===== config.mk =====
export PLATFORM = sky130hd
export DESIGN_NAME = score_display_ctrl
export DESIGN_NICKNAME = d
export VERILOG_FILES = /design/src/rtl/score_display_ctrl.sv
export SDC_FILE = /design/constraint.sdc
export NUM_CORES = 1
export LEC_CHECK = 0
export CELL_PAD_IN_SITES_DETAIL_PLACEMENT = 1
export CELL_PAD_IN_SITES_GLOBAL_PLACEMENT = 2
export CORE_MARGIN = 4
export CORE_UTILIZATION = 34
export CTS_BUF_LIST = sky130_fd_sc_hd__clkbuf_4 sky130_fd_sc_hd__clkbuf_8
export CTS_CLUSTER_SIZE = 25
export DETAILED_ROUTE_END_ITERATION = 8
export GPL_TIMING_DRIVEN = 0
export PLACE_DENSITY = 0.87
export SETUP_SLACK_MARGIN = 0.2
export SLEW_MARGIN = 20
export SYNTH_ARGS = -nofsm -noshare
export SYNTH_HDL_FRONTEND = slang
export SYNTH_SLANG_ARGS = --single-unit

===== constraint.sdc =====
create_clock -name clock_25 -period 4 [get_ports clock_25]
set_input_delay 0.8 -clock clock_25 [delete_from_list [all_inputs] [get_ports clock_25]]
set_output_delay 0.8 -clock clock_25 [all_outputs]
set_load 0.05 [all_outputs]

===== src/rtl/score_display_ctrl.sv =====
`timescale 1ns/1ps
// score_display_ctrl
//   Converts the binary game score into an N-digit BCD display value. It
//   follows the score one count per clock (multi-point catch-up), saturates
//   at all-9s with a sticky overflow flag, and clears when the score goes
//   backwards. On the pixel side it maps the beam position (X,Y) to a
//   glyph-ROM address, a BCD digit selector and a draw enable, with one
//   cycle of latency.
//
//   Optional feature macro: SCORE_LEADING_ZERO_BLANK_EN. When it is defined,
//   leading zero digits are not drawn. The least significant digit is always
//   drawn.
//
// Ports
//   clock_25              in   25 MHz pixel clock
//   reset                 in   asynchronous active-high reset
//   sync_reset            in   synchronous clear (new game), highest priority
//   score                 in   binary score from the game logic
//   X, Y                  in   current beam column / row
//   selected_score_number out  BCD digit under the beam (ROM bank select)
//   score_count           out  glyph-ROM address = row*GLYPH_W + col
//   en_score              out  pixel lies inside a drawn glyph
//   bcd_value             out  displayed value, most significant digit on top
//   busy                  out  counter is catching up (INC or CLEAR)
//   overflow              out  sticky: score exceeded the display range
module score_display_ctrl #(
  parameter int PIXEL_DISPLAY_BIT = 9,
  parameter int SCORE_W           = 10,
  parameter int NUM_DIGITS        = 3,
  parameter int ORIGIN_X          = 440,
  parameter int ORIGIN_Y          = 466,
  parameter int GLYPH_W           = 10,
  parameter int GLYPH_H           = 10,
  parameter int DIGIT_PITCH       = 15,
  parameter int ROM_ADDR_W        = 8
) (
  input  logic                        clock_25,
  input  logic                        reset,
  input  logic                        sync_reset,
  input  logic [SCORE_W-1:0]          score,
  input  logic [PIXEL_DISPLAY_BIT:0]  X,
  input  logic [PIXEL_DISPLAY_BIT:0]  Y,
  output logic [3:0]                  selected_score_number,
  output logic [ROM_ADDR_W-1:0]       score_count,
  output logic                        en_score,
  output logic [4*NUM_DIGITS-1:0]     bcd_value,
  output logic                        busy,
  output logic                        overflow
);

  localparam int PW = PIXEL_DISPLAY_BIT + 1;
  localparam int BW = 4 * NUM_DIGITS;
  localparam logic [PW-1:0] OX = PW'(ORIGIN_X);
  localparam logic [PW-1:0] OY = PW'(ORIGIN_Y);
  localparam logic [PW-1:0] GW = PW'(GLYPH_W);
  localparam logic [PW-1:0] GH = PW'(GLYPH_H);

  typedef enum logic [1:0] {
    IDLE  = 2'd0,
    INC   = 2'd1,
    CLEAR = 2'd2
  } state_t;

  // Rippling BCD increment. The top bit of the result flags a carry out of the
  // most significant nibble; in that case the value is returned unchanged,
  // which gives saturation at all-9s.
  function automatic logic [BW:0] bcd_inc(input logic [BW-1:0] v);
    logic [BW-1:0] r;
    logic          carry;
    r     = v;
    carry = 1'b1;
    for (int i = 0; i < NUM_DIGITS; i++) begin
      if (carry) begin
        if (v[i*4 +: 4] == 4'd9) begin
          r[i*4 +: 4] = 4'd0;
          carry       = 1'b1;
        end else begin
          r[i*4 +: 4] = v[i*4 +: 4] + 4'd1;
          carry       = 1'b0;
        end
      end else begin
        r[i*4 +: 4] = v[i*4 +: 4];
      end
    end
    if (carry) begin
      return {1'b1, v};
    end else begin
      return {1'b0, r};
    end
  endfunction

  state_t                state_q, state_d;
  logic [SCORE_W-1:0]    prev_q, prev_d, prev_p1_s;
  logic [BW-1:0]         bcd_q, bcd_d;
  logic [BW:0]           inc_s;
  logic                  ovf_q, ovf_d;
  logic                  busy_q, busy_d;

  // Counter FSM: next state, next count and overflow.
  always_comb begin
    state_d   = state_q;
    prev_d    = prev_q;
    bcd_d     = bcd_q;
    ovf_d     = ovf_q;
    prev_p1_s = prev_q + {{(SCORE_W-1){1'b0}}, 1'b1};
    inc_s     = bcd_inc(bcd_q);
    case (state_q)
      IDLE: begin
        if (score > prev_q) begin
          state_d = INC;
        end else if (score < prev_q) begin
          state_d = CLEAR;
        end else begin
          state_d = IDLE;
        end
      end
      INC: begin
        if (score < prev_p1_s) begin
          // Score went backwards while catching up: restart from zero.
          state_d = CLEAR;
        end else begin
          prev_d = prev_p1_s;
          bcd_d  = inc_s[BW-1:0];
          if (inc_s[BW]) begin
            ovf_d = 1'b1;
          end else begin
            ovf_d = ovf_q;
          end
          if (score == prev_p1_s) begin
            state_d = IDLE;
          end else begin
            state_d = INC;
          end
        end
      end
      CLEAR: begin
        bcd_d   = {BW{1'b0}};
        prev_d  = {SCORE_W{1'b0}};
        state_d = IDLE;
      end
      default: begin
        state_d = IDLE;
      end
    endcase
    busy_d = (state_d != IDLE);
  end

  // Counter state registers.
  always_ff @(posedge clock_25 or posedge reset) begin
    if (reset) begin
      state_q <= IDLE;
      prev_q  <= {SCORE_W{1'b0}};
      bcd_q   <= {BW{1'b0}};
      ovf_q   <= 1'b0;
      busy_q  <= 1'b0;
    end else if (sync_reset) begin
      state_q <= IDLE;
      prev_q  <= {SCORE_W{1'b0}};
      bcd_q   <= {BW{1'b0}};
      ovf_q   <= 1'b0;
      busy_q  <= 1'b0;
    end else begin
      state_q <= state_d;
      prev_q  <= prev_d;
      bcd_q   <= bcd_d;
      ovf_q   <= ovf_d;
      busy_q  <= busy_d;
    end
  end

  assign bcd_value = bcd_q;
  assign busy      = busy_q;
  assign overflow  = ovf_q;

  // ---------------------------------------------------------------- pixels
  logic [PW-1:0]         row_s, dx_s, col_s;
  logic                  in_y_s, in_x_s;
  logic                  en_d, en_q;
  logic [ROM_ADDR_W-1:0] addr_d, addr_q;
  logic [3:0]            sel_d, sel_q;
`ifdef SCORE_LEADING_ZERO_BLANK_EN
  logic                  zero_run_s;
`endif

  // Beam-to-glyph mapping: one window compare per digit instead of a divide.
  always_comb begin
    row_s  = Y - OY;
    dx_s   = X - OX;
    col_s  = {PW{1'b0}};
    in_y_s = (Y >= OY) && (Y < OY + GH);
    in_x_s = (X >= OX);
    en_d   = 1'b0;
    addr_d = {ROM_ADDR_W{1'b0}};
    sel_d  = 4'd0;
`ifdef SCORE_LEADING_ZERO_BLANK_EN
    zero_run_s = 1'b1;
`endif
    for (int d = 0; d < NUM_DIGITS; d++) begin
`ifdef SCORE_LEADING_ZERO_BLANK_EN
      // True while this digit and every digit to its left are zero.
      zero_run_s = zero_run_s && (bcd_q[(NUM_DIGITS-1-d)*4 +: 4] == 4'd0);
`endif
      if (in_y_s && in_x_s &&
          (dx_s >= PW'(d * DIGIT_PITCH)) &&
          (dx_s <  PW'(d * DIGIT_PITCH + GLYPH_W))) begin
        col_s  = dx_s - PW'(d * DIGIT_PITCH);
        addr_d = ROM_ADDR_W'(row_s * GW + col_s);
        sel_d  = bcd_q[(NUM_DIGITS-1-d)*4 +: 4];
`ifdef SCORE_LEADING_ZERO_BLANK_EN
        en_d   = !(zero_run_s && (d != NUM_DIGITS - 1));
`else
        en_d   = 1'b1;
`endif
      end else begin
        col_s = col_s;
      end
    end
  end

  // Pixel output registers (one cycle after X,Y).
  always_ff @(posedge clock_25 or posedge reset) begin
    if (reset) begin
      en_q   <= 1'b0;
      addr_q <= {ROM_ADDR_W{1'b0}};
      sel_q  <= 4'd0;
    end else if (sync_reset) begin
      en_q   <= 1'b0;
      addr_q <= {ROM_ADDR_W{1'b0}};
      sel_q  <= 4'd0;
    end else begin
      en_q   <= en_d;
      addr_q <= addr_d;
      sel_q  <= sel_d;
    end
  end

  assign en_score              = en_q;
  assign score_count           = addr_q;
  assign selected_score_number = sel_q;

endmodule


==> results <==
- The leakage power total is 2.135 nW.
- The mean routed wirelength per cell is 16.50 um.
- STA puts the critical path data arrival time at 3.94 ns.
- The CTS tree is done.
- Clock-pin slew was measured on the worst setup and hold paths at 0.07 ns.
- The overall die area is 0.01290 mm2.
- For this run, the detailed router's first-pass iteration total came to 4.
- Using the TritonRoute via totals, the vias-per-cell ratio works out to 5.221.
- Setup repair after global routing left no endpoint under its margin.
- The final period utilization is 0.9330.
- The width of the chip is 113.6 um.
- Based on the critical path, the design can be clocked at up to 268.0 MHz.
- The floorplan step defined a core boundary enclosing 0.01089 mm2.
- STA classifies the critical path endpoint as a flip-flop.
- Once detail routing completed, the nets flagged for antenna violations numbered 0.
- In the post-synthesis netlist, the biggest area contributors are dfrtp_1 (26%), ha_1 (19%), xnor2_1 (5.5%), inv_1 (5.2%), nor2_1 (3.9%).
- The max-cap violation count is 0.
- The post-synthesis cell type with the largest combined area is dfrtp_1.
- Of the cells placed in the final design, the portion with a size suffix greater than 1 is 0.1408.
- In this run the critical register-to-register path is captured at bcd_value[7].
- The path category of the worst min-delay check is flip-flop to flip-flop.
- The signal on the critical path passes through clkbuf_4 -> inv_2 -> ha_4 -> xor2_4 -> ha_4 -> ha_4 -> ha_4 -> inv_1 -> ha_2 -> or2_2 -> o221ai_4 -> or2b_1 -> a21oi_2 -> xnor2_1 -> o2bb2ai_1 -> nand2_1 -> a21oi_2.
- The number of clock buffers inserted by TritonCTS is 5.
- The sequential share of power is 0.291.
- Counting instances in the post-synthesis netlist gives the leading cell types as ha_1 (57), inv_1 (53), dfrtp_1 (39), nor2_1 (39), a21oi_1 (25).
- The mapped netlist covers 0.003791 mm2.
- The setup path with the least slack is of type input port to flip-flop.
- The total of warnings raised by yosys is 0.
- For this run, design rule violations remaining after detail routing come to 0.
- The required time reported for the critical path endpoint is 4.21 ns.
- The kind of cell adding the most delay to the critical path is adder cells.
- Of the total power, the share spent switching nets is 0.3916.
- The worst setup path is launched from an input port.
- The number of non-filler instances in the completed layout is 637.
- The worst relative slew slack is 0.5485.
- The run finished with clean final reports.
- The flop-to-flop setup slack is 0.51 ns.
- The critical path ends at score_count[7].
- The longest clock path from root to sink contains 2 buffers.
- The vias after detailed routing is 3326.
- The dominant synthesized flop cell is dfrtp_1.
- Once placement completed, the tool counted placed cells totaling 623.
- The number of top-level pins is 60.
- The worst setup path startpoint is Y[1].
- The buffering stage count on the worst path with inverters included is 3.
- The final layout contains 595 nets.
- 0 antenna diodes ended up in the layout.
- The number of pins with negative max-slew slack in the final report is 0.
- The power density over cell area is 292.4 mW/mm2.
- The number of storage elements in the synthesis netlist is 39.
- The clock period could shrink to 3.732 ns.
- The most numerous cell type found on the critical path is ha_4.
- Setup violations remaining at the end of the flow were counted as 0.
- Clock skew on the completed layout was measured at 0.006768 ns.
- The fraction of synthesis flops using an asynchronous set or reset pin is 1.000.
- The total overflow left after global routing is 0.
- The top cell type's share of synthesized area is 0.2574.
- The cell sitting at the root of the clock tree is a clkbuf_8.
- The maximum level of the CTS H-tree is 2.
- The number of enable flip-flop cells after synthesis is 0.
- The total track usage is 0.1648.
- The via count of the first global-routing pass is 3617.
- The logic depth of the worst path, buffers included is 17.
- The layout overhead on the synthesized area is 28.91%.
- The cts-stage hold buffer count is 0.
- Of the total power, combinational logic draws 0.532.
- The initial utilization of the core area, before any placement, comes to 0.3482.
- The final weighted congestion in routability-driven placement is 0.8084.
- Counting every net in the synthesized netlist gives 521.
- The initial antenna violation count came to 0.
- A synthesized cell averages 8.941 um2.
- The row count is 38.
- At the pin with the least slew margin, the transition time is 0.6772 ns.
- The total negative slack is 0 ns.
- Cell internal power was estimated by the tool at 0.8694 mW.
- The detailed router finished its first iteration with 84 violations.
- After layout, the worst setup slack is 0.2681 ns.
- The reported net switching power is 0.5595 mW.
- Of the total power, the clock network draws 0.177.
- The cell type of the slowest stage on the worst timing path is or2_2.
- The worst slack at placement is -0.9716 ns.
- Across the VDD grid, the largest voltage drop is 156.9 uV.
- After technology mapping, the gate count stands at 424.
- The count of different cell masters after synthesis is 58.
- The port buffer count is 58.
- Summed over all nets, the half-perimeter wirelength after detailed placement is 8.342 mm.
- The hold violation total from the final report came to 0.
- The height of the chip is 113.6 um.
- The worst register-to-register path begins at prev_q[0].
- The clock net in this run drives a total of 39 sinks.
- The maximum fanout along the worst path is 4.
- The number of cells on the worst reg-to-reg path is 15.
- The most instantiated library cell after synthesis is ha_1.
- The largest incremental delay on the critical path is 0.34 ns.
- The share of synthesized area occupied by flip-flops and latches is 0.2574.
- The first global-routing pass estimated 17.25 mm of wire.
- Summed over all layers, the routed wires come to 10.51 mm.
- The largest net degree at the start of global routing is 31.
- The clock insertion delay at the later pin of the skew report is 0.29 ns.
==> routing by layer <==
layer	track usage	part of all wire	routed length, um	up-vias
li1	-	-	-	1616
met1	0.1944	0.42	4453	1633
met2	0.3070	0.53	5547	59
met3	0.02387	0.031	321	18
met4	0.04968	0.018	187	0
met5	0	0	0	-
==> cell usage in the layout, fill, tap and decap left out, drive strengths merged, types with 3 or more instances in the layout <==
master / n
nor2b: 3
clkbuf: 14
or2: 3
a21o: 7
buf: 10
o21bai: 6
nand2b: 3
nand3: 12
clkdlybuf4s50: 53
fa: 7
o31ai: 3
ha: 57
a221oi: 7
nor3: 15
xnor2: 25
a211oi: 5
o21ai: 19
dfrtp: 39
nand4: 4
and3: 5
nand2: 24
o22ai: 3
a21oi: 28
inv: 53
nor2: 39
mux2i: 6
xor2: 9
or3: 5
==> flip-flops by register name, indices dropped and copies added (netlist names) <==
register and flops:
state_q 2, overflow 1, selected_score_number 4, busy 1
bcd_value 12, en_score 1, score_count 8, prev_q 10
==> worst min-delay path by stage <==
stage | depth (start not counted) | endpoint | from
floorplan | 2 | prev_q[1] | prev_q[1]
global placement | 2 | overflow | overflow
detailed placement | 2 | overflow | overflow
CTS | 2 | overflow | overflow
global route | 2 | prev_q[1] | prev_q[1]
finish | 2 | overflow | overflow
==> power groups by stage <==
stage / clock (mW) / sequential (mW) / combinational (mW)
5_1_grt: 0.277 / 0.418 / 0.843
3_3_place_gp: 0 / 0.423 / 0.629
6_report: 0.253 / 0.416 / 0.760
4_1_cts: 0.257 / 0.416 / 0.722
2_1_floorplan: 0 / 0.437 / 0.466
3_5_place_dp: 0 / 0.423 / 0.658
==> kinds of logic after synthesis <==
logic type / synth area share
compound gates: 0.1706
xor+xnor: 0.09505
fa+ha+maj: 0.2251
buf+inv: 0.06336
flops: 0.2574
mux: 0.02178
simple gates: 0.1667
==> worst register-to-register path: cells and delay by family, from the launching register on <==
family / cells / cell delay, ns
buf+inv: 1 / 0.12
flops: 1 / 0.42
simple gates: 7 / 1.33
fa+ha+maj: 1 / 0.30
xor+xnor: 1 / 0.16
compound gates: 5 / 1.05
==> metrics by stage <==
step	area, um2	hold slack (ns)	util	total power [mW]
2_1_floorplan	3791	0.4944	-	0.9031
6_report	4887	0.5247	0.4489	1.429
5_1_grt	4887	0.5873	0.4489	1.538
3_3_place_gp	4547	0.4947	0.4176	1.052
3_5_place_dp	4567	0.5071	0.4194	1.081
4_1_cts	4751	0.5245	0.4363	1.395
==> area by class of cell <==
type                    count  area [um2]
fillers                  1301        6001
multi-input cells         324        2760
flip-flops and latches     39       975.9
repair buffers             67       656.9
inverters                  53       198.9
well taps                 140       175.2
clock buffers               5       68.82
plain buffers               8       43.79
clock inverters             1       7.507
==> repair_timing <==
action                                  in CTS  in global routing
gates resized for setup                     20                 29
buffers inserted                             4                  4
endpoints found under the setup margin      10                 25
pin swaps                                    8                  6
Note: power is estimated with default switching activity, not from simulation.
